[src/rtl/inst_fetch.sv]
// inst_fetch: in-order instruction fetch with a small prefetch buffer.
// Redirects flush the buffer and silently drop old-stream responses.
module inst_fetch #(
  parameter logic [31:0] RESET_PC = 32'h0,
  parameter int          DEPTH    = 2,
  parameter logic [31:0] NOP_INST = 32'h0000_0013
) (
  input  logic        i_clk,
  input  logic        i_rst,
  input  logic        i_start,
  input  logic        i_stall,
  input  logic        i_redirect,
  input  logic [31:0] i_redirect_pc,
  output logic        o_imem_req,
  output logic [31:0] o_imem_addr,
  input  logic        i_imem_ack,
  input  logic        i_imem_rvalid,
  input  logic [31:0] i_imem_rdata,
  output logic        o_inst_valid,
  output logic [31:0] o_inst_data,
  output logic [31:0] o_inst_pc
);
  localparam int PW = (DEPTH > 1) ? $clog2(DEPTH) : 1;
  localparam int CW = PW + 1;
  localparam int DW = CW + 2;
  localparam int SW = DW + 1;
  localparam logic [SW-1:0] DEPTH_S = SW'(DEPTH);
  localparam logic [SW-1:0] DMAX_S  = SW'((1 << DW) - 1);

  typedef enum logic {S_IDLE, S_RUN} state_e;

  state_e        state_q, state_d;
  logic [31:0]   fetch_pc_q, fetch_pc_d;
  logic [31:0]   resp_pc_q, resp_pc_d;
  logic [CW-1:0] live_q, live_d;
  logic [DW-1:0] disc_q, disc_d;
  logic [CW-1:0] count_q, count_d;
  logic [PW-1:0] wr_q, wr_d;
  logic [PW-1:0] rd_q, rd_d;
  logic [31:0]   data_q [DEPTH];
  logic [31:0]   data_d [DEPTH];
  logic [31:0]   pc_q   [DEPTH];
  logic [31:0]   pc_d   [DEPTH];

  logic run, req, hs;
  logic rsp_disc, rsp_live;
  logic push, pop;

  assign run = (state_q == S_RUN);

  // Discard backlog is capped so the discard counter can never wrap.
  assign req = run
    && ((SW'(live_q) + SW'(count_q)) < DEPTH_S)
    && ((SW'(disc_q) + SW'(live_q)) < DMAX_S);
  assign hs = req && i_imem_ack;

  assign rsp_disc = run && i_imem_rvalid
    && (disc_q != '0);
  assign rsp_live = run && i_imem_rvalid
    && (disc_q == '0) && (live_q != '0);

  assign push = rsp_live && !i_redirect;
  assign pop  = run && (count_q != '0)
    && !i_stall && !i_redirect;

  always_comb begin
    state_d    = state_q;
    fetch_pc_d = fetch_pc_q;
    resp_pc_d  = resp_pc_q;
    live_d     = live_q;
    disc_d     = disc_q;
    count_d    = count_q;
    wr_d       = wr_q;
    rd_d       = rd_q;
    data_d     = data_q;
    pc_d       = pc_q;
    case (state_q)
      S_IDLE: begin
        if (i_start) state_d = S_RUN;
      end
      S_RUN: begin
        if (i_redirect) begin
          fetch_pc_d = i_redirect_pc;
          resp_pc_d  = i_redirect_pc;
          live_d     = '0;
          // Everything still live, plus this cycle's request, is old.
          disc_d     = disc_q + DW'(live_q) + DW'(hs)
                     - DW'(rsp_disc) - DW'(rsp_live);
          count_d    = '0;
          wr_d       = '0;
          rd_d       = '0;
        end else begin
          fetch_pc_d = fetch_pc_q + 32'(hs);
          live_d     = live_q + CW'(hs) - CW'(rsp_live);
          disc_d     = disc_q - DW'(rsp_disc);
          count_d    = count_q + CW'(push) - CW'(pop);
          if (push) begin
            data_d[wr_q] = i_imem_rdata;
            pc_d[wr_q]   = resp_pc_q;
            wr_d         = wr_q + PW'(1);
            resp_pc_d    = resp_pc_q + 32'd1;
          end
          if (pop) rd_d = rd_q + PW'(1);
        end
      end
      default: state_d = S_IDLE;
    endcase
  end

  always_ff @(posedge i_clk or posedge i_rst) begin
    if (i_rst) begin
      state_q    <= S_IDLE;
      fetch_pc_q <= RESET_PC;
      resp_pc_q  <= RESET_PC;
      live_q     <= '0;
      disc_q     <= '0;
      count_q    <= '0;
      wr_q       <= '0;
      rd_q       <= '0;
      for (int i = 0; i < DEPTH; i++) begin
        data_q[i] <= '0;
        pc_q[i]   <= '0;
      end
    end else begin
      state_q    <= state_d;
      fetch_pc_q <= fetch_pc_d;
      resp_pc_q  <= resp_pc_d;
      live_q     <= live_d;
      disc_q     <= disc_d;
      count_q    <= count_d;
      wr_q       <= wr_d;
      rd_q       <= rd_d;
      data_q     <= data_d;
      pc_q       <= pc_d;
    end
  end

  assign o_imem_req   = req;
  assign o_imem_addr  = fetch_pc_q;
  assign o_inst_valid = (count_q != '0);
  assign o_inst_data  = o_inst_valid ? data_q[rd_q] : NOP_INST;
  assign o_inst_pc    = o_inst_valid ? pc_q[rd_q] : 32'h0;

endmodule

[config.mk]
export PLATFORM = sky130hd
export DESIGN_NAME = inst_fetch
export DESIGN_NICKNAME = d
export VERILOG_FILES = /design/src/rtl/inst_fetch.sv
export SDC_FILE = /design/constraint.sdc
export NUM_CORES = 1
export LEC_CHECK = 0
export BUFFER_PORTS_ARGS = -buffer_cell sky130_fd_sc_hd__buf_2
export CAP_MARGIN = 20
export CORE_ASPECT_RATIO = 1.25
export CORE_UTILIZATION = 45
export DETAILED_ROUTE_END_ITERATION = 10
export PLACE_DENSITY = 0.63
export SLEW_MARGIN = 10
export SYNTH_ARGS = -nofsm -noshare
export SYNTH_HDL_FRONTEND = slang
export SYNTH_SLANG_ARGS = --single-unit
export TNS_END_PERCENT = 10
[constraint.sdc]
create_clock -name i_clk -period 8.85 [get_ports i_clk]
set_input_delay 0 -clock i_clk [delete_from_list [all_inputs] [get_ports i_clk]]
set_output_delay 0 -clock i_clk [all_outputs]
set_load 0.005 [all_outputs]
; ---- Word level (Yosys, flattened, before mapping)
; Index checks and enable logic that the tools add are counted.
[classes]
add_sub_neg = 15
n_reduce_logical = 23
bitwise_logic = 3
order_cmp = 5
mux = 24
[ops]
columns = operator, n
row1 = $mux W32, 12
row2 = $bwmux W64, 2
row3 = $add A32 B1 Y32, 1
row4 = $add A32 B1 Y32 const B, 1
row5 = $demux W32 S1, 1
row6 = $logic_and A1 B1 Y1, 12
row7 = $sub A4 B1 Y4, 3
row8 = $reduce_bool A2 Y1, 4
row9 = $mux W1, 6
row10 = $add A4 B2 Y5, 1
row11 = $lt A5 B4 Y1 const B, 1
row12 = $add A2 B1 Y2, 2
row13 = $add A4 B1 Y4, 1
row14 = $add A4 B2 Y4, 1
row15 = $ge A2 B2 Y1 const B, 2
row16 = $logic_not A4 Y1, 1
row17 = $mux W2, 2
row18 = $mux W4, 1
row19 = $not A1 Y2, 2
row20 = $reduce_and A2 Y1, 2
row21 = $reduce_bool A4 Y1, 1
row22 = $sub A2 B1 Y2, 2
row23 = $add A2 B2 Y3, 1
row24 = $lt A3 B2 Y1 const B, 1
row25 = other kinds (5), 7
[word_totals]
reg_bits = 203
out_inout_bits = 98

; ---- Longest topological paths before layout
[depth]
word_depth = 9
ltp_mapped = 14

; ---- Worst setup path after synthesis
; No wires, ideal clock.
[synth_timing]
path_type = flip-flop to flip-flop
start = register disc_q[2]
end = register disc_q[3]
arrival_ps = 3599
setup_ps = 126
required_time_ps = 8724
path_slack_ps = 5125
synth_period_minus_slack_ps = 3725
path_stages_with_launch = 15
cell_sequence = dfrtp_1 > inv_1 > ha_1 > or3b_4 > or2_1 > inv_1 > fa_1 > fa_1 > inv_1 > fa_1 > a21o_1 > a21oi_1 > xnor2_1 > nor2_1 > a311o_1
[synth_between]
elab_chain_cells = 8
elab_cells_between_ends = 15
[synth_rtl]
columns = item, line
row1 = start: declaration, 36  ; logic [DW-1:0] disc_q, disc_d;
row2 = start signal: assignment, 129  ; disc_q <= disc_d;
row3 = $add A4 B2 Y5, 54  ; && ((SW'(disc_q) + SW'(live_q)) < DMAX_S);
row4 = $lt A5 B4 Y1, 54
row5 = $logic_and A1 B1 Y1, 54
row6 = $logic_and A1 B1 Y1, 55  ; assign hs = req && i_imem_ack;
row7 = $add A4 B1 Y4, 87  ; disc_d = disc_q + DW'(live_q) + DW'(hs)
row8 = $sub A4 B1 Y4 (2 in series), 88  ; - DW'(rsp_disc) - DW'(rsp_live);
row9 = $mux W4 (*), 82  ; if (i_redirect) begin
; Every way passes the cells marked *; elsewhere a longest branch is shown, timed or not.
; A chain may end at the register's enable or synchronous reset.

; ---- Final worst setup path
; Same ends and word-level chain as after synthesis.

==> key figures <==
Floorplan
  • Die H: 175 um
  • Area of the die: 0.0246 mm^2
  • Initial standard-cell utilization of the core: 45.7%
  • Number of top-level design ports: 169
  • Horiz. Die Dim: 141 um
  • Cell Rows: 63
  • Floorplan core area: 0.0236 mm^2

Yosys
  • Yosys top cell area share: 47.1%
  • Number of instances in the synthesized netlist: 1,014
  • Post-synth top area cell: sky130_fd_sc_hd__dfrtp_1
  • Cells taking the most area after synthesis: sky130_fd_sc_hd__dfrtp_1 (47%), sky130_fd_sc_hd__mux2i_1 (6.4%), sky130_fd_sc_hd__mux2_1 (5.5%)
  • Post-synth net total: 1,107
  • Synthesized cell area: 0.0108 mm^2
  • Number of enable-type register cells in the synthesized netlist: 0
  • Avg Synthesized Cell Area: 10.6 um^2
  • Post-synth ARST share: 100%
  • Most instantiated flip-flop cell in the synthesis netlist: sky130_fd_sc_hd__dfrtp_1
  • Share of synthesized area occupied by flip-flops and latches: 47.1%
  • Cell variety after synth: 71
  • Number of flip-flops and latches in the synthesized netlist: 203
  • Number of synthesis warnings: 0

Global routing
  • First-pass GRT wire length: 44,900 um
  • Vias in the first global route: 8,434
  • Largest net degree at the start of global routing: 127
  • Global-route usage over all layers: 22.7%
  • Antenna violations before repair: 0
  • GRT overflow: 0

Finish
  • N_diodes: 0
  • Post-layout nets: 1,311
  • Layout overhead on the synthesized area: 22.0%
  • Final std cells w/o fill: 1,526
  • Share of layout cells above drive strength 1: 24.8%

Route
  • Residual antenna-violating net count after detailed routing: 0
  • Detailed route wirelength on metal3: 1390 um
  • Drt drc: 0
  • Total Routed Length: 27,600 um
  • Post-Route M1 WL: 12,500 um
  • Routed wire per std cell: 18.1 um
  • TritonRoute pass-1 iters: 5
  • Via/cell ratio: 5.67
  • Met2 WL: 13,100 um
  • Highest routed metal layer: met4
  • Number of vias in the routed layout: 8,650
  • Violation count after the first detailed-routing iteration: 412

Power and ir drop
  • Max rail drop VDD: 0.125 mV
  • Total power density per cell area: 211 mW/mm^2
  • Leakage power total: 6.14 nW

STA
  • Slack of the critical path: 4.87 ns
  • Clock period minus final worst setup slack: 3.98 ns
  • Highest attainable clock frequency: 0.251 GHz
  • Final hold violations: 0
  • Total Negative Setup Slacks: 0 ns
  • Transition time at the pin with the least slew margin: 1.08 ns
  • Worst slew margin relative to its limit: 28.3%
  • RSZ-0062 raised after global routing: false
  • Final Cycle Share: 45.0%
  • Post-Route Hold Slack: 0.106 ns
  • Count of final setup violators: 0
  • Max-slew violation count: 0
  • Worst Clk Skew: 0.0183 ns

Hold path
  • Cells on Worst Hold Path: 6
  • Path category of the worst min-delay check: input pin to flop

Run
  • Number of max-cap violations: 0

Clocking
  • Number of clock sinks: 203
  • Clock transition at the registers of the reported paths: 0.07 ns
  • Number of H-tree branching levels: 1
  • Clock latency at the later pin of the worst-skew pair: 0.51 ns
  • Post-CTS Resized: 0
  • TritonCTS clock tree: yes
  • Inserted Clock Buffers: 22
  • Maximum clock path buffer count: 3
  • Root Buffer: sky130_fd_sc_hd__clkbuf_16
  • Post-CTS repair timing setup buffer count: 0

Worst setup path
  • Delay contributed by the slowest stage of the critical path: 0.49 ns
  • Cell with the largest stage delay on the worst path: sky130_fd_sc_hd__fa_1
  • CP endpoint kind: flop
  • Critical-path cell list: inv_1 > ha_1 > or3b_4 > or2_1 > inv_1 > fa_1 > fa_1 > inv_1 > fa_1 > a21o_1 > a21oi_1 > xnor2_1 > nor2_1 > a311o_1
  • Startpoint type of the worst setup path: flop
  • Worst path arrival time: 4.37 ns
  • Required time of the critical path: 9.23 ns
  • Critical Path Fanout Max: 5
  • Register-to-Register Path Depth: 14
  • Type of the worst setup path: flop to flop

Placement
  • GP Congestion: 0.882
  • Number of buffer cells added on primary ports: 168
  • Placed cell count: 1,419
  • Post-detail-place hpwl: 17,800 um
  • Setup WS pre-CTS: 4.88 ns

Run status
  • Result of the run: finished clean
==> cell usage after synthesis, types with 5 or more instances <==
master and count:
sky130_fd_sc_hd__buf_6 9, sky130_fd_sc_hd__a21oi_1 43, sky130_fd_sc_hd__a31oi_1 6, sky130_fd_sc_hd__fa_1 6, sky130_fd_sc_hd__nand3_1 32, sky130_fd_sc_hd__nor2_1 114
sky130_fd_sc_hd__buf_2 5, sky130_fd_sc_hd__o311ai_0 5, sky130_fd_sc_hd__o21a_1 5, sky130_fd_sc_hd__a211oi_1 12, sky130_fd_sc_hd__o31ai_1 10, sky130_fd_sc_hd__nand4_1 14
sky130_fd_sc_hd__and4_1 11, sky130_fd_sc_hd__mux2_1 53, sky130_fd_sc_hd__nor3_1 17, sky130_fd_sc_hd__o21ai_0 45, sky130_fd_sc_hd__mux2i_1 69, sky130_fd_sc_hd__a22o_1 6
sky130_fd_sc_hd__inv_1 25, sky130_fd_sc_hd__buf_1 10, sky130_fd_sc_hd__a21o_1 5, sky130_fd_sc_hd__and3_1 17, sky130_fd_sc_hd__dfrtp_1 203, sky130_fd_sc_hd__nand2_1 70
sky130_fd_sc_hd__mux2_2 52, sky130_fd_sc_hd__mux2_4 20, sky130_fd_sc_hd__o22ai_1 12, sky130_fd_sc_hd__clkbuf_1 37, sky130_fd_sc_hd__ha_1 16
==> report_power, final <==
group          total [W]  switching, W  leakage [nW]  internal, W
clock network   0.000923      0.000370         0.355     0.000552
registers        0.00123      0.000142          2.63      0.00109
logic           0.000627      0.000312          3.16     0.000315
total            0.00278      0.000825          6.14      0.00196
==> final cells by class <==
cell class                      count  area, um^2
Multi-Input combinational cell    719        5310
Tap cell                          292         365
Sequential cell                   203        5080
Clock buffer                       33         633
Clock inverter                      7        85.1
Fill cell                        2064       10500
Timing Repair Buffer              245        1590
Inverter                           27         109
==> sequential cells by signal, indices dropped and copies added, names as in the netlist <==
register and count:
data_q 64, pc_q 64, o_imem_addr 32, resp_pc_q 32
disc_q 4, count_q 2, live_q 2, rd_q 1
run 1, wr_q 1
==> worst max-delay path, delay by kind of cell (launching register included) <==
kind | cells | cell delay [ns]
compound gates | 3 | 0.66
xor+xnor | 1 | 0.14
fa+ha+maj | 4 | 1.49
buf+inv | 3 | 0.34
flops | 1 | 0.43
simple gates | 3 | 0.79
==> per-stage QoR <==
stage               total power, W  instance area (um^2)  util [%]
floorplan                  0.00168                 10800         -
global placement           0.00184                 11800      49.8
detailed placement         0.00186                 11800      49.8
CTS                        0.00282                 13200      55.7
global route               0.00296                 13200      55.7
finish                     0.00278                 13200      55.7
==> logic make-up (layout without fill, tap and decap cells) <==
group,after synthesis,in the layout,synth area share (%)
simple gates,312,312,14.3
compound gates,187,187,11.3
flops,203,203,47.1
mux,194,194,20.1
fa+ha+maj,22,22,2.97
buf+inv,92,312,4.00
xor+xnor,4,4,0.325
==> routing by layer <==
metal | GRT usage [%] | up-vias
li1 | - | 4099
met2 | 38.1 | 274
met5 | 0 | -
met4 | 6.70 | 0
met3 | 2.63 | 40
met1 | 30.9 | 4237
==> repair_timing <==
action	CTS	global route
hold buffers	67	0
hold endpoints to repair	254	0
endpoints found under the setup margin	0	0
==> layout by cell type, fill, tap and decap left out, drive strengths merged, types with 4 or more instances in the layout <==
cell type	count
or2	4
a311oi	4
nand3	32
a21o	5
a31oi	6
o21a	5
o21ai	46
a21oi	43
or4	4
a22oi	4
and4	11
o41ai	4
nor3	19
fa	6
and3	17
inv	26
clkinv	6
nand4	16
nand2	71
or3	4
clkbuf	33
mux2	125
o311ai	7
dlygate4sd3	67
nand2b	4
o31ai	10
dfrtp	203
a211oi	12
nor4	7
o211ai	4
a22o	6
nor2	118
o22ai	12
ha	16
buf	178
mux2i	69
==> path summary, 6_finish.rpt <==
path	from	slack, ns	end
max	disc_q[2]$_DFFE_PP0P_	4.87	disc_q[3]$_DFFE_PP0P_
min	i_imem_ack	0.11	live_q[1]$_DFFE_PP0P_
max reg2reg	disc_q[2]$_DFFE_PP0P_	4.87	disc_q[3]$_DFFE_PP0P_
min reg2reg	pc_q[54]$_DFFE_PP0P_	0.48	pc_q[54]$_DFFE_PP0P_
max in group asynchronous	i_rst	7.06	data_q[0]$_DFFE_PP0P_
min in group asynchronous	i_rst	0.21	data_q[59]$_DFFE_PP0P_
(Power assumes the default switching activity.)
